[src/rtl/stream_min_max.sv]
`default_nettype none
// +--------------------------------------------------------------------------+
// | stream_min_max : per-packet signed min/max/count reducer (valid/ready)    |
// | comparator_lt  : signed less-than used for all magnitude decisions        |
// | Revision       : 1.0                                                      |
// +--------------------------------------------------------------------------+

module comparator_lt #(
   parameter int N = 32
) (
   input  logic [N-1:0] a,
   input  logic [N-1:0] b,
   output logic         lt
);
   // Sign-extended difference cannot overflow, so its top bit is signed(a < b).
   logic [N:0] w_diff;

   assign w_diff = {a[N-1], a} - {b[N-1], b};
   assign lt     = w_diff[N];
endmodule

module stream_min_max #(
   parameter int N = 32,
   parameter int C = 16
) (
   input  logic         clk,
   input  logic         rst,
   input  logic [N-1:0] in_data,
   input  logic         in_valid,
   input  logic         in_last,
   output logic         in_ready,
   output logic [N-1:0] out_min,
   output logic [N-1:0] out_max,
   output logic [C-1:0] out_count,
   output logic         out_valid,
   input  logic         out_ready
);
   typedef enum logic [1:0] {
      S_FIRST = 2'd0,
      S_ACCUM = 2'd1,
      S_DONE  = 2'd2
   } state_t;

   state_t       r_state;
   state_t       w_next;
   logic [N-1:0] r_min;
   logic [N-1:0] r_max;
   logic [C-1:0] r_count;
   logic         w_in_xfer;
   logic         w_out_xfer;
   logic         w_new_min;
   logic         w_new_max;

   assign in_ready   = ~rst & (r_state != S_DONE);
   assign out_valid  = (r_state == S_DONE);
   assign out_min    = r_min;
   assign out_max    = r_max;
   assign out_count  = r_count;
   assign w_in_xfer  = in_valid & in_ready;
   assign w_out_xfer = out_valid & out_ready;

   comparator_lt #(.N(N)) u_cmp_min (
      .a  (in_data),
      .b  (r_min),
      .lt (w_new_min)
   );

   comparator_lt #(.N(N)) u_cmp_max (
      .a  (r_max),
      .b  (in_data),
      .lt (w_new_max)
   );

   always_ff @(posedge clk) begin
      if (rst) begin
         r_state <= S_FIRST;
      end else begin
         r_state <= w_next;
      end
   end

   always_comb begin
      w_next = r_state;
      case (r_state)
         S_FIRST, S_ACCUM: begin
            if (w_in_xfer) begin
               w_next = in_last ? S_DONE : S_ACCUM;
            end
         end
         S_DONE: begin
            if (w_out_xfer) begin
               w_next = S_FIRST;
            end
         end
         default: w_next = S_FIRST;
      endcase
   end

   // First sample of a packet seeds both extremes; later ones only replace on strict order.
   always_ff @(posedge clk) begin
      if (rst) begin
         r_min   <= '0;
         r_max   <= '0;
         r_count <= '0;
      end else if (w_in_xfer) begin
         if (r_state == S_FIRST) begin
            r_min   <= in_data;
            r_max   <= in_data;
            r_count <= C'(1);
         end else begin
            if (w_new_min) begin
               r_min <= in_data;
            end
            if (w_new_max) begin
               r_max <= in_data;
            end
            if (~&r_count) begin
               r_count <= r_count + C'(1);
            end
         end
      end
   end
endmodule

`default_nettype wire

[config.mk]
export PLATFORM = sky130hd
export DESIGN_NAME = stream_min_max
export DESIGN_NICKNAME = d
export VERILOG_FILES = /design/src/rtl/stream_min_max.sv
export SDC_FILE = /design/constraint.sdc
export NUM_CORES = 1
export LEC_CHECK = 0
export ABC_AREA = 1
export CAP_MARGIN = 20
export CORE_MARGIN = 2
export CORE_UTILIZATION = 50
export CTS_BUF_LIST = sky130_fd_sc_hd__clkbuf_8
export DETAILED_ROUTE_END_ITERATION = 10
export MAX_ROUTING_LAYER = met4
export PLACE_DENSITY = 0.9
export SLEW_MARGIN = 20
export SYNTH_ARGS = -nofsm -noshare
export SYNTH_HDL_FRONTEND = slang
export SYNTH_SLANG_ARGS = --single-unit
[constraint.sdc]
create_clock -name clk -period 2.5 [get_ports clk]
set_clock_uncertainty 0.1 [all_clocks]
set_input_delay 0.5 -clock clk [delete_from_list [all_inputs] [get_ports clk]]
set_output_delay 0.5 -clock clk [all_outputs]
set_load 0.01 [all_outputs]
==> flow_summary.ini, run 1 <==
[clocking]
cts-htree-levels = 3
clkSinkCount = 82
ctsLongestPathBuffers = 2
clk_root_buffer_cell = clkbuf_8
clock_tree_from_tritoncts = done
tritoncts.num_buffers = 9
cts-hold-fix-buffers = 0
clock_insertion_delay_worst_skew_ps = 360
clk_transition_reported_paths_ps = 100

[synth]
synth.cells.most_frequent = 141 x nand2_1, 96 x nor2_1, 94 x inv_1, 82 x dfxtp_1, 79 x a21oi_1
post_synth_and_or_nand_nor_area_fraction_pct = 27.8
yosys.area_share.adder_pct = 14.9
ys_async_sr_fraction_pct = 0
synthesized_area_um2 = 5300
synth-edff-count = 0
muxShareOfSynthArea_pct = 0
post-synth-top-area-fraction_pct = 31.0
synth.net_count = 857
synth_ff_type = dfxtp_1
avgSynthCellArea_um2 = 6.99
cell_taking_the_most_area_after_synthesis = dfxtp_1
synth-compound-area-share_pct = 15.1
synth_top_family_by_area = simple AND/OR/NAND/NOR gates
register_bit_count_reported_by_yosys = 82
synth_cell_type_count = 32
synthesis.yosys.warnings = 0
synth-xor-area-share_pct = 0.331
synth-seq-area-share_pct = 31.0
netlist_instances = 757
yosysMostFrequentCell = nand2_1
synth_top_cells_by_area = dfxtp_1 31%, ha_1 15%, nand2_1 10%

[timing]
finalHoldViolations = 0
period_share_pct = 97.1
setup_viol = 0
max-slew-margin-rel_pct = 50.0
setup_total_negative_slack_ps = 0
fmaxAchievable_mhz = 412
post-route-min-period_ps = 2430
timing.final.max_slew_violations = 0
worstMarginPinSlew_ps = 750

[global_route]
grt_use_total_pct = 25.8
grt_overflow_total = 0
grt_pass1_vias = 5199
antenna_found_initial = 0
grt_start_max_net_pins = 131
grt_pass1_wl_um = 23600

[floorplanning]
die_height_um = 107
num_io_pins = 119
row_count = 37
design.die.area_um2 = 11400
core_area_um2 = 10300
initial_utilization_pct = 51.3
fp.dieW_um = 107

[finish]
final_core_utilization_pct = 73.7
layout.filler_cells = 744
final_layout_size_suffix_gt1_share_pct = 18.1
n_antenna_cell = 0
multiInputGateArea_um2 = 3310
nNetsFinal = 1006
area_growth_syn_to_layout_pct = 43.7
seqCellArea_um2 = 1640

[setup_path]
critPathSlowestCell = dfxtp_1
timing.critical_path.to_type = flop
r2r-start = out_min[31]
worst_path_maximum_fanout = 8
cp_slowest_stage_delay_ps = 380
ff2ff_setup_slack_ps = 70
crit_path_start_kind = flop
worstSetupPathType = flop to flop
worstReg2RegEnd = out_min[24]
reg2reg_path_depth = 12
req_time_crit_path_ps = 2640
cp_data_arrival_time_ps = 2570
critical_path.cell_chain = inv_1 > ha_1 > nand4_1 > inv_1 > nand4_1 > a21oi_2 > nor2_1 > nand3_1 > nand3_4 > buf_12 > a21oi_1 > nor2_1

[min_path]
startpoint_of_the_tightest_hold_check_path = out_count[14]
hold-path-endpoint = out_count[14]
hold-path-cell-count = 2
worstHoldPathType = flop to flop

[route]
routed-via-count = 5679
first_pass_iters = 5
routed_wire_length_per_instance_um = 14.9
ant_nets = 0
post_drt_via_cell_ratio = 5.42
final_routed_drc_violation_total = 0
drt-initial-drc-count = 330
totalWireLength_um = 15600

[run_status]
run_status = finished, final reports clean

[pwr]
irDropWorstVdd_mv = 0.337
power_density_nw_per_um2 = 500
total_leakage_power_nw = 3.47

[placed_design]
buffer_ports.inserted = 118
gp_congestion = 0.859
detailed_place_hpwl_um = 9560

[run]
max_cap_viol_count = 0
power breakdown:
part           leakage [nW]  internal, W  switching, W  total, W
logic                  2.69     0.000633      0.000637   0.00127
clock network         0.102     0.000520      0.000524   0.00104
registers             0.672      0.00140     0.0000942   0.00149
worst max-delay path: cells and delay by family (launching register included):
| family | cells | cell delay (ps) |
|---|---|---|
| adder cells (fa/ha/maj) | 1 | 330 |
| AND/OR/NAND/NOR | 6 | 740 |
| flip-flops | 1 | 380 |
| AO/OA/AOI/OAI | 2 | 370 |
| buffers and inverters | 3 | 370 |
metal layers:
metal  vias to the layer above  global-route usage [%]  routed length [um]  share of wire, %
met5                         -                       -                   0                 0
met4                         0                    5.94                 446               2.9
met3                        48                    4.74                1100               7.0
met2                       229                    44.9                7830                50
met1                      2620                    31.0                6270                40
li1                       2782                       -                   -                 -
through the flow:
| stage | hold WS, ps | total power (W) | std cells | instance area, um2 | worst slack [ps] |
|---|---|---|---|---|---|
| after CTS | 408 | 0.00369 | 1042 | 7310 | 40.5 |
| after global placement | 372 | 0.00252 | 1020 | 6860 | -370 |
| after detailed placement | 392 | 0.00256 | 1020 | 6860 | -424 |
| after floorplan | 396 | 0.00211 | 757 | 5300 | 288 |
| final | 406 | 0.00380 | 1047 | 7610 | 71.3 |
| after global routing | 437 | 0.00400 | 1047 | 7610 | -40.0 |
worst max path at each step:
| stage | from | endpoint | depth (start not counted) |
|---|---|---|---|
| after global routing | in_data[27] | out_max[22] | 16 |
| after floorplan | in_data[31] | out_max[10] | 13 |
| after detailed placement | in_data[31] | out_max[14] | 13 |
| final | out_min[31] | out_min[24] | 12 |
| after global placement | in_data[31] | out_max[15] | 16 |
| after CTS | in_data[20] | out_max[29] | 16 |
cells in the final DEF, fill, tap and decap left out, drive strengths merged, types with 6 or more instances in the layout:
master	synthesis	layout
o21ai	17	17
clkdlybuf4s50	0	87
clkbuf	9	17
inv	99	99
dfxtp	82	82
nand4	6	6
a21oi	109	109
nor2	98	98
nand2	144	144
dlymetal6s2s	0	16
nor3	8	8
buf	26	49
ha	63	63
dlygate4sd2	0	11
nand3	78	78
final cells by class:
class                      count  share of cell area, %
inverter                     100                   4.93
tap                          136                   2.24
clock inverter                 5                  0.822
sequential                    82                   21.6
multi-input combinational    540                   43.5
clock buffer                  11                   1.99
timing repair buffer         173                   24.9
state kept, by name, indices dropped and copies added, names as in the netlist:
name,cells
out_count,16
r_state,2
out_max,32
out_min,32
timing repair:
action | CTS | global route
cloned | 4 | 5
pin swaps | 7 | 23
resized for setup | 41 | 57
endpoints found under the setup margin | 32 | 64
setup buffers | 2 | 0
cell families (layout without fill, tap and decap cells):
family / after synthesis / count (layout)
DFF: 82 / 82
buffers and inverters: 135 / 289
and+or+nand+nor: 341 / 341
xor gates and xnor gates: 2 / 2
adders and majority gates: 63 / 63
AOI/OAI and AO/OA: 134 / 134
(Power assumes the default switching activity.)
==> run 2, diff against run 1 <==
--- a/config.mk
+++ b/config.mk
@@ -12,8 +12,9 @@
 export CTS_BUF_LIST = sky130_fd_sc_hd__clkbuf_8
 export DETAILED_ROUTE_END_ITERATION = 10
 export MAX_ROUTING_LAYER = met4
-export PLACE_DENSITY = 0.9
+export PLACE_DENSITY = 0.91
 export SLEW_MARGIN = 20
 export SYNTH_ARGS = -nofsm -noshare
 export SYNTH_HDL_FRONTEND = slang
+export SYNTH_HIERARCHICAL = 1
 export SYNTH_SLANG_ARGS = --single-unit
==> run 2 against run 1 <==
  * Global-route usage down 0.98 points
  * Clock-buffer cell count down 2
  * Die area down 2.3%
  * First-iteration DRC count down 30%
  * Cell area down 8.6%
  * Sequential share of layout area up 2.0 points
  * Largest cell class unchanged
  * Worst hold slack worse by 50 ps
  * Largest power group unchanged
==> flow_summary.ini, run 2 <==
[setup_path]
worst_path_maximum_fanout = 4
worstSetupPathType = flop to flop
cp_data_arrival_time_ps = 2540
req_time_crit_path_ps = 2680
reg2reg_path_depth = 16
crit_path_start_kind = flop
setup.worst_path.start = out_max[5]
timing.critical_path.to_type = flop
worstReg2RegEnd = out_max[1]
r2r-start = out_max[5]
ff2ff_setup_slack_ps = 140

[floorplanning]
fp.dieW_um = 106
core_area_um2 = 10200
initial_utilization_pct = 50.7
design.die.area_um2 = 11200
num_io_pins = 119
die_height_um = 106
row_count = 37

[clocking]
cts-hold-fix-buffers = 0
clock_tree_from_tritoncts = done
clkSinkCount = 82
clk_root_buffer_cell = clkbuf_8
clk_transition_reported_paths_ps = 80
ctsLongestPathBuffers = 2
clock_insertion_delay_worst_skew_ps = 350
cts-htree-levels = 3
tritoncts.num_buffers = 9

[timing]
setup_viol = 0
fmaxAchievable_mhz = 423
max-slew-margin-rel_pct = 69.7
timing.final.max_slew_violations = 0
setup_total_negative_slack_ps = 0
post-route-min-period_ps = 2360
period_share_pct = 94.5
worstMarginPinSlew_ps = 453
finalHoldViolations = 0

[route]
first_pass_iters = 5
routed-via-count = 5196
totalWireLength_um = 13400
routed_wire_length_per_instance_um = 12.9
final_routed_drc_violation_total = 0
ant_nets = 0
drt-initial-drc-count = 230
post_drt_via_cell_ratio = 5.00

[min_path]
hold-path-cell-count = 3
worstHoldPathType = input port to flop
startpoint_of_the_tightest_hold_check_path = in_data[17]
hold-path-endpoint = out_max[17]

[synth]
netlist_instances = 756
avgSynthCellArea_um2 = 6.84
synth_ff_type = dfxtp_1
yosysMostFrequentCell = nor2_1
synth-seq-area-share_pct = 31.8
register_bit_count_reported_by_yosys = 82
synthesis.yosys.warnings = 6
synth_cell_type_count = 33
ys_async_sr_fraction_pct = 0
synth.net_count = 856
synthesized_area_um2 = 5170
cell_taking_the_most_area_after_synthesis = dfxtp_1
synth.cells.most_frequent = 170 x nor2_1, 110 x nand2_1, 106 x inv_1, 82 x dfxtp_1, 63 x ha_1
synth-edff-count = 0
post-synth-top-area-fraction_pct = 31.8
synth_top_cells_by_area = dfxtp_1 32%, ha_1 15%, nor2_1 12%

[pwr]
irDropWorstVdd_mv = 0.272
power_total_w = 0.00332
power_density_nw_per_um2 = 477
total_leakage_power_nw = 3.27

[placed_design]
number_of_cells_in_the_design_after_placement = 1020
placedInstanceArea_um2 = 6640
detailed_place_hpwl_um = 9720
buffer_ports.inserted = 118
gp_congestion = 0.899

[finish]
final_core_utilization_pct = 68.3
mostFrequentLayoutCells = 166 x nor2_1, 109 x nand2_1, 105 x inv_1
n_antenna_cell = 0
layout.cells.non_filler = 1039
nNetsFinal = 999
layout_commonest_cell = nor2_1
final_layout_size_suffix_gt1_share_pct = 10.9
area_growth_syn_to_layout_pct = 34.6
final_design_area_no_fill_um2 = 6960

[run_status]
run_status = finished, final reports clean

[run]
max_cap_viol_count = 0

[global_route]
grt_start_max_net_pins = 44
antenna_found_initial = 0
grt_pass1_vias = 4892
grt_overflow_total = 0
grt_use_total_pct = 24.8
grt_pass1_wl_um = 22100
==> run 2: cell type report <==
class	instances	area [um2]
clock buffer	9	124
clock inverter	6	35.0
fill	856	3230
inverter	118	465
multi-input combinational	532	2960
sequential	82	1640
tap	136	170
timing repair buffer	155	1560
timing repair inverter	1	6.26
==> run 2: critical path: stages (launching register included) <==
cell and delay (ps):
dfxtp_1 330, ha_1 330, a21oi_2 140, nor2_1 50, nor3_1 140, nand2_1 120
nand2_1 80, nand2_1 80, nand2_2 70, nand2_1 40, nand2_1 50, nand2_1 80
o21ai_4 200, buf_12 160, buf_4 130, o21ai_1 60, nor2_1 120
==> run 2: worst max-delay path by stage <==
stage	endpoint	slack [ps]	depth (start not counted)
after floorplan	out_min[10]	310	16
after global placement	out_max[6]	-550	17
after detailed placement	out_max[18]	-630	17
after CTS	out_min[24]	6	15
after global routing	out_max[1]	-20	16
final	out_max[1]	140	16
==> run 2: kinds of logic after synthesis <==
logic type,after synthesis,synth area share (%)
simple gates,337,27.2
buf+inv,142,12.0
compound gates,132,13.7
flops,82,31.8
fa+ha+maj,63,15.3
==> run 2: repair_timing <==
item                                    CTS  global route
cloned                                    2             0
buffers inserted                          2             0
endpoints found under the setup margin   64            64
gates resized for setup                  33            42
pin swaps                                 4             9
==> run 2: layer usage <==
metal	global-route usage [%]	wire length (um)
met5	-	0
met4	5.55	132
met3	4.95	707
met2	41.2	6500
met1	31.3	6080
==> run 2: through the flow <==
step | hold WS, ps | setup WS [ps]
final | 356 | 138
after global routing | 374 | -20.3
after CTS | 407 | 6.33
after detailed placement | 395 | -630
after global placement | 379 | -546
after floorplan | 388 | 309
==> run 2: power breakdown <==
part	switching (W)	internal, W	total, W
clock network	0.000483	0.000348	0.000831
logic	0.000514	0.000483	0.000997
registers	0.0000876	0.00140	0.00149
total	0.00108	0.00223	0.00332
==> run 3, diff against run 2 <==
--- a/config.mk
+++ b/config.mk
@@ -10,6 +10,7 @@
 export CORE_MARGIN = 2
 export CORE_UTILIZATION = 50
 export CTS_BUF_LIST = sky130_fd_sc_hd__clkbuf_8
+export CTS_CLUSTER_DIAMETER = 80
 export DETAILED_ROUTE_END_ITERATION = 10
 export MAX_ROUTING_LAYER = met4
 export PLACE_DENSITY = 0.91
==> results of run 3 <==
The final DEF is identical to that of run 2; final timing and power are the same.
